## config.mk

```make
export PLATFORM = sky130hd
export DESIGN_NAME = mult_div_unit
export DESIGN_NICKNAME = d
export VERILOG_FILES = /design/src/rtl/mult_div_unit.sv
export SDC_FILE = /design/constraint.sdc
export NUM_CORES = 1
export LEC_CHECK = 0
export CAP_MARGIN = 20
export CORE_ASPECT_RATIO = 0.7
export CORE_MARGIN = 4
export CORE_UTILIZATION = 60
export CTS_BUF_LIST = sky130_fd_sc_hd__clkbuf_2
export CTS_CLUSTER_DIAMETER = 50
export DETAILED_ROUTE_END_ITERATION = 10
export HOLD_SLACK_MARGIN = 0.03
export PLACE_DENSITY = 0.86
export REMOVE_ABC_BUFFERS = 1
export SYNTH_ARGS = -nofsm -noshare
export SYNTH_HDL_FRONTEND = slang
export SYNTH_SLANG_ARGS = --single-unit
```

## constraint.sdc

```tcl
create_clock -name clk -period 3.8 [get_ports clk]
set_input_delay 0.38 -clock clk [delete_from_list [all_inputs] [get_ports clk]]
set_output_delay 0.38 -clock clk [all_outputs]
set_load 0.01 [all_outputs]
```

## src/rtl/mult_div_unit.sv

```systemverilog
// Iterative multiply/divide unit: shift-add multiply and restoring divide, one bit per cycle,
// with sign fix-up and a 2*WIDTH result landing in the HI/LO registers.
module mult_div_unit #(
   parameter int WIDTH = 32
) (
   input  logic             clk,
   input  logic             reset_n,
   input  logic             start,
   input  logic [1:0]       op,
   input  logic [WIDTH-1:0] rs_data,
   input  logic [WIDTH-1:0] rt_data,
   input  logic             hi_we,
   input  logic             lo_we,
   input  logic [WIDTH-1:0] wdata,
   output logic             busy,
   output logic             done,
   output logic             div_by_zero,
   output logic [WIDTH-1:0] hi,
   output logic [WIDTH-1:0] lo
);

   localparam int CW = $clog2(WIDTH + 1);

   typedef enum logic [1:0] {IDLE, RUN, FIX, FIN} state_t;

   state_t             state;
   logic [1:0]         op_q;
   logic [WIDTH-1:0]   a_mag;
   logic [WIDTH-1:0]   b_mag;
   logic [2*WIDTH-1:0] acc;
   logic               res_neg;
   logic               rem_neg;
   logic               zero_div;
   logic [CW-1:0]      cnt;

   logic [WIDTH:0]     mul_sum;
   logic [WIDTH:0]     div_rsh;
   logic [WIDTH:0]     div_diff;

   function automatic logic [WIDTH-1:0] magnitude(input logic signed [WIDTH-1:0] v,
                                                  input logic is_signed);
      if (is_signed && v < 0) return $unsigned(-v);
      return $unsigned(v);
   endfunction

   function automatic logic [WIDTH-1:0] negate_w(input logic [WIDTH-1:0] v);
      return ~v + 1'b1;
   endfunction

   function automatic logic [2*WIDTH-1:0] negate_2w(input logic [2*WIDTH-1:0] v);
      return ~v + 1'b1;
   endfunction

   // Multiply: upper half accumulates, lower half receives product bits as the sum shifts right.
   // Divide: dividend bits enter the partial remainder MSB first; quotient bits fill the lower half.
   always_comb begin
      mul_sum  = {1'b0, acc[2*WIDTH-1:WIDTH]} + {1'b0, (b_mag[0] ? a_mag : {WIDTH{1'b0}})};
      div_rsh  = {acc[2*WIDTH-1:WIDTH], a_mag[WIDTH-1]};
      div_diff = div_rsh - {1'b0, b_mag};
   end

   always_ff @(posedge clk or negedge reset_n) begin
      if (!reset_n) begin
         state       <= IDLE;
         op_q        <= 2'b00;
         a_mag       <= '0;
         b_mag       <= '0;
         acc         <= '0;
         res_neg     <= 1'b0;
         rem_neg     <= 1'b0;
         zero_div    <= 1'b0;
         cnt         <= '0;
         busy        <= 1'b0;
         done        <= 1'b0;
         div_by_zero <= 1'b0;
         hi          <= '0;
         lo          <= '0;
      end else begin
         case (state)
            IDLE: begin
               done        <= 1'b0;
               div_by_zero <= 1'b0;
               if (start) begin
                  op_q     <= op;
                  a_mag    <= magnitude(rs_data, ~op[0]);
                  b_mag    <= magnitude(rt_data, ~op[0]);
                  res_neg  <= ~op[0] & (rs_data[WIDTH-1] ^ rt_data[WIDTH-1]);
                  rem_neg  <= ~op[0] & rs_data[WIDTH-1];
                  zero_div <= op[1] & (rt_data == '0);
                  acc      <= '0;
                  cnt      <= CW'(WIDTH);
                  busy     <= 1'b1;
                  state    <= RUN;
               end else begin
                  if (hi_we) hi <= wdata;
                  if (lo_we) lo <= wdata;
               end
            end
            RUN: begin
               if (op_q[1]) begin
                  if (!div_diff[WIDTH])
                     acc <= {div_diff[WIDTH-1:0], acc[WIDTH-2:0], 1'b1};
                  else
                     acc <= {div_rsh[WIDTH-1:0], acc[WIDTH-2:0], 1'b0};
                  a_mag <= a_mag << 1;
               end else begin
                  acc   <= {mul_sum, acc[WIDTH-1:1]};
                  b_mag <= b_mag >> 1;
               end
               cnt <= cnt - 1'b1;
               if (cnt == CW'(1)) state <= FIX;
            end
            FIX: begin
               if (op_q[1]) begin
                  acc <= {(rem_neg ? negate_w(acc[2*WIDTH-1:WIDTH]) : acc[2*WIDTH-1:WIDTH]),
                          (res_neg ? negate_w(acc[WIDTH-1:0]) : acc[WIDTH-1:0])};
               end else if (res_neg) begin
                  acc <= negate_2w(acc);
               end
               state <= FIN;
            end
            FIN: begin
               if (!zero_div) begin
                  hi <= acc[2*WIDTH-1:WIDTH];
                  lo <= acc[WIDTH-1:0];
               end
               done        <= 1'b1;
               div_by_zero <= zero_div;
               busy        <= 1'b0;
               state       <= IDLE;
            end
            default: state <= IDLE;
         endcase
      end
   end

endmodule

```

-- After elaboration in Yosys (flattened, before gate mapping)
Index checks and enable logic that the tools add are counted.
- bits in registers: 208
- input bits: 103
- output and inout bits: 67
- word-level logic and storage cells: 107
- add/subtract/negate cells: 8
- order comparisons: 2
- equality and inequality tests: 15
- muxes and demuxes: 42
- bitwise operators: 8
- reductions and logical operators: 17
- operators with widths (kind ; number):
    32-bit 2-to-1 mux ; 17
    64-bit 2-to-1 mux ; 5
    32-bit one-hot mux with 2 select lines ; 4
    64-bit one-hot mux with 3 select lines ; 1
    32-bit by 1-bit adder with 32-bit output, second input constant ; 2
    64-bit by 1-bit adder with 64-bit output, second input constant ; 1
    32-bit by 1-bit less-than comparator with 1-bit output, second input constant ; 2
    32-bit negator ; 2
    32-bit inverter ; 2
    64-bit inverter ; 1
    32-bit by 32-bit adder with 33-bit output ; 1
    33-bit by 32-bit subtractor with 33-bit output ; 1
    32-bit logical NOT ; 1
    2-bit != test, second input constant ; 9
    6-bit one-hot mux with 2 select lines ; 1
    4-bit AND reduction ; 3
    3-bit AND reduction ; 3
    2-bit one-hot mux with 4 select lines ; 1
    2-bit AND reduction ; 4
    1-bit 2-to-1 mux ; 7
    6-bit by 1-bit equality test with 1-bit output, second input constant ; 1
    6-bit 2-to-1 mux ; 1
    3-bit != test, second input constant ; 2
    1-bit one-hot mux with 2 select lines ; 3
    11 further kinds ; 17

-- Depth between registers and ports, before layout
Gate-level depths: netlist of the first run.
- word-level depth: 8
- mapped depth: 14

-- Worst setup path after synthesis of the first run
OpenSTA, ideal clock, no wires.
- path type: reg2reg
- start: register b_mag[0]
- end: register acc[61]
- library setup time: 0.128 ns
- arrival: 2.982 ns
- required time: 3.672 ns
- slack: 0.690 ns
- cell stages (with the launch flop): 15
- path buffers: 1
- period minus slack after synthesis: 3.110 ns
- cells stage by stage: dfrtp_1 clkbuf_1 and2_1 ha_1 inv_1 fa_1 nand2b_1 a21oi_1 o21bai_1 a21boi_0 a31oi_1 o21ai_0 mux2_2 a31oi_1 o31ai_1
- word-level cells in the longest chain between the ends: 4
- RTL lines (what ; line ; RTL):
    start: declaration ; 29 ; logic [WIDTH-1:0] b_mag;
    start signal: assignment ; 86 ; b_mag <= magnitude(rt_data, ~op[0]);
    start signal: assignment ; 108 ; b_mag <= b_mag >> 1;
    33-bit by 32-bit subtractor with 33-bit output / 32-bit 2-to-1 mux (equally long branches) ; 59, 57 ;
    64-bit 2-to-1 mux / 32-bit by 32-bit adder with 33-bit output (equally long branches) ; 101, 57 ;
    64-bit 2-to-1 mux (*) ; 100 ; if (op_q[1]) begin
    64-bit one-hot mux with 3 select lines (*) ; 79 ; case (state)
    end signal: assignment ; 102 ; acc <= {div_diff[WIDTH-1:0], acc[WIDTH-2:0], 1'b1};
    end signal: assignment ; 104 ; acc <= {div_rsh[WIDTH-1:0], acc[WIDTH-2:0], 1'b0};
    end signal: assignment ; 107 ; acc <= {mul_sum, acc[WIDTH-1:1]};
    end: declaration ; 30 ; logic [2*WIDTH-1:0] acc;
Mark *: on every way between the ends. The rest lies on a longest branch, timed or not.
A chain may end at the register's enable or synchronous reset.

-- Worst setup path after layout of the first run
- start: register a_mag[31]
- end: register acc[62]
- word-level cells in the longest chain between the ends: 4
- RTL lines (what ; line ; RTL):
    start: declaration ; 28 ; logic [WIDTH-1:0] a_mag;
    start signal: assignment ; 85 ; a_mag <= magnitude(rs_data, ~op[0]);
    start signal: assignment ; 105 ; a_mag <= a_mag << 1;
    33-bit by 32-bit subtractor with 33-bit output / 32-bit 2-to-1 mux (equally long branches) ; 59, 57 ;
    64-bit 2-to-1 mux / 32-bit by 32-bit adder with 33-bit output (equally long branches) ; 101, 57 ;
    64-bit 2-to-1 mux (*) ; 100 ;
    64-bit one-hot mux with 3 select lines (*) ; 79 ;
Marks and branches as above.

==> results of run 1 <==
## cells in the final DEF, fill, tap and decap left out, drive strengths merged, types with 56 or more instances in the layout
| cell type | instances |
|---|---|
| buf | 66 |
| clkbuf | 76 |
| ha | 75 |
| xor2 | 56 |
| clkdlybuf4s50 | 168 |
| nor2 | 229 |
| xnor2 | 56 |
| a21oi | 321 |
| o21ai | 190 |
| nand2 | 181 |
| dfrtp | 207 |
| inv | 83 |
## layout make-up
type | instances | area [um^2]
clock buffer | 75 | 375
antenna | 1 | 2.50
tap | 364 | 455
timing repair buffer | 237 | 2310
fill | 2251 | 7610
inverter | 82 | 308
sequential | 207 | 5180
clock inverter | 17 | 101
multi-input combinational | 1682 | 10400
## kinds of logic after synthesis
| family | after synthesis | synth area share |
|---|---|---|
| XOR/XNOR | 112 | 0.0602 |
| buffers and inverters | 210 | 0.0492 |
| AND/OR/NAND/NOR | 692 | 0.206 |
| AO/OA/AOI/OAI | 753 | 0.276 |
| multiplexers | 48 | 0.0306 |
| adder cells (fa/ha/maj) | 77 | 0.0600 |
| flip-flops | 207 | 0.318 |
## where the power goes
part           leakage (nW)  internal [mW]  total [mW]  switching, mW
clock                 0.368          0.604        1.61           1.00
sequential             2.58           3.14        4.06          0.924
combinational          5.47           4.76        12.5           7.70
total                  8.42           8.50        18.1           9.63
## state kept, by name, summed over array words and instances, names as in the netlist
| name | count |
|---|---|
| acc | 64 |
| a_mag | 32 |
| b_mag | 32 |
| hi | 32 |
| lo | 32 |
| cnt | 6 |
| state | 2 |
| busy | 1 |
| div_by_zero | 1 |
| done | 1 |
| op_q | 1 |
| rem_neg | 1 |
| res_neg | 1 |
| zero_div | 1 |
## through the flow
step | utilization | worst slack [ps]
final | 0.715 | 149
after global routing | 0.715 | 21.1
after CTS | 0.715 | 110
after detailed placement | 0.695 | 142
after global placement | 0.695 | 263
after floorplan | - | -1430
## worst max-delay path: stages (launching register included)
cell and delay (ps):
dfrtp_1 390, inv_1 90, ha_1 240, fa_1 450, nand2b_1 220, a21oi_1 240, o21ai_1 220, a2111oi_1 400
buf_4 200, o2111ai_1 220, a41o_1 300, a211o_1 290, a31oi_1 190, nor3_1 80
## timing repair
| item | CTS | global route |
|---|---|---|
| resized for setup | 0 | 3 |
| endpoints found under the setup margin | 0 | 16 |
| hold buffers | 3 | 0 |
| endpoints found under the hold margin | 207 | 0 |
| buffers inserted | 0 | 0 |
## layer usage
layer  vias to the layer above  track usage  share of wire
li1                       7952            -              -
met1                      8064        0.541           0.44
met2                       986        0.513           0.42
met3                       134       0.0753           0.11
met4                         2        0.107          0.029
met5                         -            0        0.00020
## worst paths after layout
kind                           start       end  slack [ps]  depth (start not counted)
max in group asynchronous    reset_n   acc[38]        2720                          4
setup reg to reg           a_mag[31]   acc[62]         150                         13
hold / removal                 op[1]   op_q[1]         140                          2
setup / recovery           a_mag[31]   acc[62]         150                         13
min in group asynchronous    reset_n  b_mag[5]         610                          4
hold reg to reg              rem_neg   rem_neg         520                          2
==> metrics.txt, run 1 <==
Die H 146 um; Area contributors post-synth dfrtp_1, a21oi_1, ha_1; fin. max-slew vios 0; CTS Root Cell clkbuf_2; clock buffer count from CTS 53; layout cells sized above 1 0.0848; htree depth 2; min Tclk post-route 3650 ps; Setup crit start kind flip-flop; part of the cycle the worst path needs 0.961; gp weighted congestion around 1; Syn-to-layout area delta 17.2%; CTS tree done; first-pass GRT wire length between 80000 and 90000 um; core box area 26700 um^2; clk_lat worst skew 920 ps; maxcap violations 0; ys flop type dfrtp_1; worst min path class input pin to flip-flop; leakage 8.42 nW; total track usage 0.357; die area 29900 um^2; Crit. End Element flip-flop; Final nets 2443; # IOs 170; Rel. slew slack 0.409; Design Power 18.1 mW; Synth top area share 0.318; Non-Filler Instances 2665; Synth Cell Area 16300 um^2; Max Fclk 0.274 GHz; Hold WS 144 ps; clk sinks approximately 210; first drt pass iteration count 6; Cell Area, Placed 18600 um^2; syn avg cell area 7.76 um^2; Critical Path Fanout Max 5; worst-margin pin slew 883 ps; post-synthesis sequential area ratio 0.318; initial antenna violation count 2; port bufs ~170; Power Density 949 nW/um^2; Via density around 6.4; Warnings, synthesis 0; vias in the first global route 15747; Clock Pin Slew Worst Setup and Hold Paths 120 ps; Wirelength per Cell around 21 um; unrepaired setup endpoints after global routing false; top cells by count, synth a21oi_1, nor2_1, dfrtp_1; maximum vdd drop 1.35 mV; DP HPWL a little over 40000 um; Fin Clk Skew 74.7 ps; cell count after placement 2569; final instance area around 19000 um^2; Initial DRC Count 2128; gr ovfl total 0; Post-Syn Instances around 2100; most frequent cell after synthesis a21oi_1; WL final 55300 um; synthesized flop and latch total roughly 210; antenna viol nets, final 0; die extent in x 205 um; number of core rows 50; Crit Path Class flip-flop to flip-flop; Data required, critical path 4590 ps; outcome completed; Synth async-reset ratio 1.00; maximum root-to-sink buffer count 3; post-synth top area cell dfrtp_1; final setup fails 0; final hold violations 0; Setup TNS 0 ps; Starting Density 0.610; EDFF count, synth 0; DRC errors left 0; Worst Path Arrival 4440 ps; largest net degree at the start of global routing 122; vias 17138; Yosys cell types 80
Power figures use the tool's default switching activity.
==> run 2, diff against run 1 <==
- CTS_BUF_LIST: sky130_fd_sc_hd__clkbuf_2 -> sky130_fd_sc_hd__clkbuf_8
==> run 2 against run 1 <==
Effect of this change: setup slack lost 26 ps; routed wire length up 0.90%; largest power group unchanged; first-iteration DRC count increased by 1.8%; via count fell by 0.56%; total power is 4.2% higher; combinational power barely moved; critical path type unchanged; count of clock-buffer cells in the layout fell by 29; register-to-register slack worse by 30 ps; clock power rose by 46%; clock skew fell by 54 ps; sequential share of layout area down 0.42 points.
==> metrics.txt, run 2 (synthesis gave the netlist of run 1 again) <==
die extent in x 205 um (unchanged); worst min path class input pin to async pin (was input pin to flip-flop); Initial DRC Count 2166 (was 2128); antenna viol nets, final 0 (unchanged); Wirelength per Cell 21.1 um (was 20.7 um); Starting Density 0.610 (unchanged); Critical Path Fanout Max 5 (unchanged); part of the cycle the worst path needs 0.968 (was 0.961); clk sinks 207 (unchanged); largest net degree at the start of global routing 122 (unchanged); RR Startpoint b_mag[0] (was a_mag[31]); Reg with most FFs acc (unchanged); maximum vdd drop 1.32 mV (was 1.35 mV); Die H 146 um (unchanged); initial antenna violation count 0 (was 2); Register Area 5180 um^2 (unchanged); DP HPWL 41500 um (unchanged); commonest non-fill, non-tap cell in the layout a21oi_1 (unchanged); CTS Root Cell clkbuf_8 (was clkbuf_2); Via density 6.45 (was 6.43); gp weighted congestion 0.990 (unchanged); vias in the first global route 15635 (was 15747); CTS tree done (unchanged); Max Fclk 0.272 GHz (was 0.274 GHz); number of core rows 50 (unchanged); Setup crit start kind flip-flop (unchanged); Fin Clk Skew 20.3 ps (was 74.7 ps); first drt pass iteration count 5 (was 6); fin. max-slew vios 0 (unchanged); clock buffer count from CTS 39 (was 53); maximum root-to-sink buffer count 3 (unchanged); # IOs 170 (unchanged); Worst R2R Path Depth 12 (was 13); Reg2Reg Setup Slack 120 ps (was 150 ps); clk_lat worst skew 580 ps (was 920 ps); Non-Filler Instances 2642 (was 2665); Syn-to-layout area delta 19.1% (was 17.2%); unrepaired setup endpoints after global routing false (unchanged); Crit. End Element flip-flop (unchanged); first-pass GRT wire length 87100 um (was 86600 um); Final nets 2427 (was 2443); port bufs 169 (unchanged); min Tclk post-route 3680 ps (was 3650 ps); worst-margin pin slew 906 ps (was 883 ps); fin util 0.726 (was 0.715); outcome completed (unchanged); Power Density 974 nW/um^2 (was 949 nW/um^2); layout cells sized above 1 0.0751 (was 0.0848); DRC errors left 0 (unchanged); Data required, critical path 4240 ps (was 4590 ps); leakage 8.49 nW (was 8.42 nW); final hold violations 0 (unchanged); htree depth 2 (unchanged); max reg flops 64 (unchanged); final setup fails 0 (unchanged); vias 17042 (was 17138); Multi-input gate area 10400 um^2 (about the same); cell count after placement 2569 (unchanged); Crit Reg-Reg Endpoint acc[62] (unchanged); Rel. slew slack 0.394 (was 0.409); total track usage 0.361 (was 0.357); fill count 2180 (was 2251); die area 29900 um^2 (unchanged); core box area 26700 um^2 (unchanged); gr ovfl total 0 (unchanged); ant diodes 0 (was 1); WL final 55700 um (was 55300 um); Worst Path Arrival 4110 ps (was 4440 ps); Design Power 18.9 mW (was 18.1 mW); maxcap violations 0 (unchanged); Crit Path Class flip-flop to flip-flop (unchanged); Clock Pin Slew Worst Setup and Hold Paths 70 ps (was 120 ps); most frequent cells in the layout a21oi_1, nor2_1, dfrtp_1, o21ai_0, nand2_1 (unchanged)
==> run 2: changes by cell type in the layout (fill, tap and decap cells not counted), sizes merged <==
| cell | before | now |
|---|---|---|
| bufinv | 1 | 2 |
| dlygate4sd3 | 2 | 1 |
| clkinv | 15 | 8 |
| clkinvlp | 0 | 4 |
| inv | 83 | 94 |
| clkbuf | 76 | 47 |
| diode | 1 | 0 |
| buf | 66 | 65 |
==> run 2: layout make-up <==
class	instances	share of cell area
flip-flops and latches	207	0.267
inverters	82	0.0159
well taps	364	0.0235
multi-input cells	1682	0.534
clock buffers	46	0.0326
repair buffers	235	0.117
clock inverters	26	0.00967
==> run 2: layer usage <==
metal / wire length (um) / share of wire / vias up / track usage
li1: - / - / 7881 / -
met1: 24300 / 0.44 / 8079 / 0.547
met2: 23700 / 0.43 / 964 / 0.522
met3: 6210 / 0.11 / 118 / 0.0697
met4: 1520 / 0.027 / 0 / 0.107
met5: 0 / 0 / - / 0
==> run 2: repair_timing <==
item                       in CTS  in global routing
hold buffers                    1                  0
setup buffers                   0                  0
hold endpoints to repair       56                  0
setup endpoints to repair       0                 16
resized for setup               0                  2
==> run 2: worst max path at each step <==
stage / start / endpoint / slack (ps) / cells after the start
4_1_cts: b_mag[0] / acc[32] / 130 / 12
3_5_place_dp: b_mag[0] / acc[39] / 140 / 12
6_report: b_mag[0] / acc[62] / 120 / 12
5_1_grt: b_mag[0] / acc[32] / 20 / 12
3_3_place_gp: b_mag[0] / acc[62] / 260 / 12
2_1_floorplan: b_mag[0] / acc[56] / -1430 / 11
==> run 2: through the flow <==
| step | cell area [um^2] | setup slack [ps] | hold WS [ps] | setup TNS, ps |
|---|---|---|---|---|
| floorplan | 15800 | -1430 | 84.4 | -208270 |
| global placement | 18600 | 263 | 373 | 0 |
| detailed placement | 18600 | 142 | 380 | 0 |
| CTS | 19400 | 129 | 339 | 0 |
| global route | 19400 | 20.0 | 399 | 0 |
| finish | 19400 | 123 | 336 | 0 |
==> run 2: worst max-delay path, stage by stage (launching register included) <==
cell       delay, ps
dfrtp_1          450
ha_1             250
fa_1             460
nand2b_1         230
a21oi_1          230
o21ai_1          210
a2111oi_1        400
buf_4            210
o2111ai_1        230
a41o_1           300
a211o_1          300
a31oi_1          190
nor3_1            80
==> run 2: power breakdown <==
part           leakage, nW  switching, mW  total, mW  internal, mW
Sequential            2.58          0.930       4.07          3.15
Combinational         5.45           7.71       12.5          4.75
Clock                0.454           1.09       2.35          1.26
